File: config.mk
export PLATFORM = sky130hd
export DESIGN_NAME = min_queue_sorted
export DESIGN_NICKNAME = d
export VERILOG_FILES = /design/src/rtl/min_queue_sorted.sv
export SDC_FILE = /design/constraint.sdc
export NUM_CORES = 2
export LEC_CHECK = 0
export CORE_MARGIN = 3
export CORE_UTILIZATION = 69
export DETAILED_ROUTE_END_ITERATION = 8
export HOLD_SLACK_MARGIN = 0.12
export PLACE_DENSITY = 0.84
export SKIP_CTS_REPAIR_TIMING = 1
export SLEW_MARGIN = 20
export SYNTH_ARGS = -nofsm -noshare
export SYNTH_HDL_FRONTEND = slang
export SYNTH_SLANG_ARGS = --single-unit
export TNS_END_PERCENT = 10
File: constraint.sdc
create_clock -name clk -period 53.9 [get_ports clk]
set_clock_uncertainty 0.2 [all_clocks]
set_input_delay 10.78 -clock clk [delete_from_list [all_inputs] [get_ports clk]]
set_output_delay 10.78 -clock clk [all_outputs]
set_load 0.1 [all_outputs]
File: src/rtl/min_queue_sorted.sv
// min_queue_sorted: register-array min priority queue kept sorted by key.
//   Head (slot 0) always holds the minimum key; equal keys keep arrival order.
//   Push, pop, and push+pop each complete in one cycle.
//   Ports: clk, rst (async, active-high), push/push_record/push_wait/full,
//          pop/pop_record/min_valid/empty, count (only with MINQ_COUNT_EN).
//   Optional feature macro: MINQ_COUNT_EN adds a registered occupancy counter.
module min_queue_sorted #(
    parameter int REC_WD  = 48,
    parameter int KEY_WD  = 16,
    parameter int Q_DEPTH = 16,
    parameter int CNT_WD  = 5
) (
    input  logic              clk,
    input  logic              rst,
    input  logic              push,
    input  logic [REC_WD-1:0] push_record,
    output logic              push_wait,
    output logic              full,
    input  logic              pop,
    output logic [REC_WD-1:0] pop_record,
    output logic              min_valid,
    output logic              empty
`ifdef MINQ_COUNT_EN
    ,output logic [CNT_WD-1:0] count
`endif
);
    if (CNT_WD != $clog2(Q_DEPTH + 1) || KEY_WD > REC_WD || Q_DEPTH < 2) begin : g_bad_param
        $error("min_queue_sorted: inconsistent parameters");
    end
    logic [REC_WD-1:0]  rec_q [Q_DEPTH];
    logic [REC_WD-1:0]  rec_d [Q_DEPTH];
    logic [REC_WD-1:0]  c_rec [Q_DEPTH];
    logic [REC_WD-1:0]  p_rec [Q_DEPTH];
    logic [Q_DEPTH-1:0] vld_q, vld_d, c_vld, c_ins, p_vld, p_ins;
    logic               push_acc, pop_acc;
    assign full       = vld_q[Q_DEPTH-1];
    assign empty      = ~vld_q[0];
    assign min_valid  = vld_q[0];
    assign push_wait  = full;
    assign pop_record = rec_q[0];
    assign push_acc   = push & ~full;
    assign pop_acc    = pop & vld_q[0];
    // c_*: array contents after an accepted pop (shift down), before any insert.
    always_comb begin
        c_rec = rec_q;
        c_vld = vld_q;
        if (pop_acc) begin
            for (int i = 0; i < Q_DEPTH - 1; i++) c_rec[i] = rec_q[i + 1];
            c_rec[Q_DEPTH-1] = '0;
            c_vld = {1'b0, vld_q[Q_DEPTH-1:1]};
        end
    end
    // c_ins[i]: slot i is at or above the insert point (empty, or key strictly
    // greater). Sortedness makes this a thermometer code, so the insert point
    // is the lowest set bit and every set slot above it shifts up by one.
    always_comb begin
        for (int i = 0; i < Q_DEPTH; i++)
            c_ins[i] = ~c_vld[i] | (c_rec[i][KEY_WD-1:0] > push_record[KEY_WD-1:0]);
    end
    // p_*: the neighbour below each slot, i.e. the shift-up source.
    always_comb begin
        p_rec[0] = push_record;
        for (int i = 1; i < Q_DEPTH; i++) p_rec[i] = c_rec[i - 1];
        p_vld = {c_vld[Q_DEPTH-2:0], 1'b0};
        p_ins = {c_ins[Q_DEPTH-2:0], 1'b0};
    end
    always_comb begin
        rec_d = c_rec;
        vld_d = c_vld;
        if (push_acc) begin
            for (int i = 0; i < Q_DEPTH; i++) begin
                if (c_ins[i]) begin
                    rec_d[i] = p_ins[i] ? p_rec[i] : push_record;
                    vld_d[i] = p_ins[i] ? p_vld[i] : 1'b1;
                end
            end
        end
    end
    always_ff @(posedge clk or posedge rst) begin
        if (rst) begin
            vld_q <= '0;
            rec_q <= '{default: '0};
        end else begin
            vld_q <= vld_d;
            rec_q <= rec_d;
        end
    end
`ifdef MINQ_COUNT_EN
    logic [CNT_WD-1:0] cnt_q, cnt_d;
    assign count = cnt_q;
    always_comb begin
        cnt_d = (push_acc & ~pop_acc) ? cnt_q + CNT_WD'(1) :
                (pop_acc & ~push_acc) ? cnt_q - CNT_WD'(1) : cnt_q;
    end
    always_ff @(posedge clk or posedge rst) begin
        if (rst) cnt_q <= '0;
        else cnt_q <= cnt_d;
    end
`endif
endmodule

==> qor.yml <==
outcome:
  status: "complete, no violations"
power_and_ir_drop:
  switching_share: 0.471
  p_comb_frac: 0.599
  p_seq_frac: 0.255
  p_per_area_nw_per_um2: 69.1
  peakVddDrop_uv: 44.6
  clkPwrFrac: 0.146
  power.leakage_nw: 30.4
  p_int_mw: 2.20
  power.net_switching_mw: 1.96
setup_path:
  r2r_cells: 14
  crit_path_end: "rec_q[406]"
  r2r-start: "vld_q[0]"
  cp-end-kind: "flip-flop"
  crit_path_start_kind: "input pin"
  crit_type: "in2reg"
  crit_arrival_ns: 18.54
  crit_start: "pop"
  worstPathMaxFanout: 116
  reg2reg_setup_slack_ns: 45.81
  required_ns: 54.25
  r2r_end: "rec_q[406]"
placed_design:
  place.gp.congestion: 0.943
  placed_area_um2: 57200
  dpl.hpwl_mm: 103
  port-buffer-count: 103
  dp_cells: 6943
  post-place-ws_ns: 35.38
sta:
  slew_viol_final: 0
  worst_pin_slew_ns: 1.17
  setup_viol: 0
  layout_setup_ws_ns: 35.71
  period_minus_slack_ns: 18.19
  rsz0062_at_grt: "false"
  fin_crit_sh: 0.337
  finalHoldViolCount: 0
  slew_headroom: 0.223
  max_freq_ghz: 0.0550
  tns_ns: 0
  holdWs_ns: 0.385
yosys:
  synth_area_leader_cell: "dfrtp_1"
  synth.top_cells.by_area: "dfrtp_1 (35%), mux2i_1 (20%), nand2_1 (8.1%), mux2_2 (7.4%), ha_1 (5.3%)"
  syn-num-nets: 6530
  synth_cell_types: 67
  synth.top_cell.area_share: 0.349
  synth_ff_type: "dfrtp_1"
  yosys_register_bits: 784
  synth_edf_count: 0
  yosys_warnings: 0
  postSynth.asyncResetShare: 1.00
  yosys.cell_count.top_type: "nand2_1"
  syn_inst: 6238
  syn_area_per_cell_um2: 9.01
  synth-seq-area-share: 0.349
  syn_area_um2: 56200
  synth_commonest_cells: "nand2_1 (1212), mux2i_1 (1126), dfrtp_1 (784)"
final_layout:
  nNetsFinal: 6268
  fin_cells: 7104
  area_delta_synth_final_pct: 6.97
  drive_gt1_frac: 0.117
  final_area_um2: 60100
routing:
  drtAntennaViolNets: 0
  drt-initial-drc-count: 5632
  routedWlPerCell_um: 24.2
  wirelength_mm: 172
  via_per_inst: 6.89
  drc: 0
  num_vias: 48900
  drtPass1Iterations: 6
grt:
  grt_pass1_wl_mm: 269
  antenna_found_initial: 3
  grt_max_degree: 178
  overflow: 0
  grt_pass1_vias: 48800
  grt_use_total: 0.397
clock_network:
  cts_tree: "done"
  numClockSinks: 784
  cts_buffers: 87
  worstSkewPairLatency_ns: 0.65
  clockRootBuffer: "clkbuf_16"
  clk_pin_slew_ns: 0.06
  ctsHtreeMaxLevel: 3
  cts_buffer_depth: 3
run:
  cap_violations: 0
die:
  rows: 104
  io_pins: 104
  dieWidth_um: 291
  dieArea_um2: 84900
  initial_utilization: 0.697
  die_height_um: 291
  core-area_um2: 80700
min_path:
  hold_path_class: "reg2reg"
[critical path, cell delays in order]
cell and delay [ns]:
clkdlybuf4s50_1 0.51, nand2_8 0.66, buf_4 0.84, buf_4 0.81, mux2i_1 0.34, inv_1 0.15
ha_1 0.33, nand4_1 0.18, nor4_1 0.58, and4_2 0.31, buf_4 0.74, nor2_1 0.16
o21ai_4 0.85, buf_4 0.72, mux2i_1 0.31
[worst min-delay path by stage]
stage | from | to | slack [ns] | cells after the start
after global placement | rec_q[20] | rec_q[68] | 0.36 | 2
final | rec_q[41] | rec_q[41] | 0.38 | 2
after floorplan | vld_q[1] | vld_q[0] | 0.33 | 2
after detailed placement | rec_q[45] | rec_q[45] | 0.37 | 2
after CTS | rec_q[41] | rec_q[41] | 0.39 | 2
after global routing | rec_q[45] | rec_q[45] | 0.40 | 2
[state kept, by name, indices dropped and copies added, names as in the netlist]
signal	cells
pop_record	48
rec_q	720
vld_q	16
[per-layer routing]
| layer | vias up | wire [µm] | track usage |
|---|---|---|---|
| met1 | 23900 | 67900 | 0.521 |
| li1 | 21500 | - | - |
| met4 | 6 | 9390 | 0.209 |
| met3 | 647 | 17300 | 0.0798 |
| met2 | 2857 | 77400 | 0.625 |
| met5 | - | 39 | 0 |
[power groups by stage]
stage | combinational (mW) | clock (mW) | sequential [mW]
finish | 2.49 | 0.605 | 1.06
global route | 2.67 | 0.630 | 1.08
CTS | 2.42 | 0.608 | 1.05
detailed placement | 2.40 | 0 | 1.06
global placement | 2.30 | 0 | 1.05
floorplan | 1.88 | 0 | 1.00
[per-stage QoR]
step                total power, mW  utilization
floorplan                      2.88            -
global placement               3.35        0.709
detailed placement             3.46        0.709
CTS                            4.08        0.744
global route                   4.38        0.745
finish                         4.15        0.746
[placed cells by master (no fill, tap or decap), drive strengths merged, types with 124 or more instances in the layout]
cell type and instances:
nand2 1213, mux2i 1129, dfrtp 784, mux2 381, a21oi 362, o21ai 361
nor2 322, ha 240, clkbuf 133, inv 124
[kinds of logic after synthesis]
group / count (synthesis) / synth area share
buffers and inverters: 683 / 0.0545
flip-flops: 784 / 0.349
XOR/XNOR: 1 / 0.000156
AND/OR/NAND/NOR: 1867 / 0.141
AO/OA/AOI/OAI: 1153 / 0.125
adder cells (fa/ha/maj): 240 / 0.0534
multiplexers: 1510 / 0.277
[area by class of cell]
class,count,area (µm²)
Tap cell,1060,1330
Inverter,123,469
Clock buffer,133,2640
Sequential cell,784,19600
Antenna cell,1,2.50
Multi-Input combinational cell,4771,33900
Fill cell,5608,20500
Timing Repair Buffer,209,1940
Clock inverter,23,219
No activity file was read; power rests on OpenSTA's default activity.
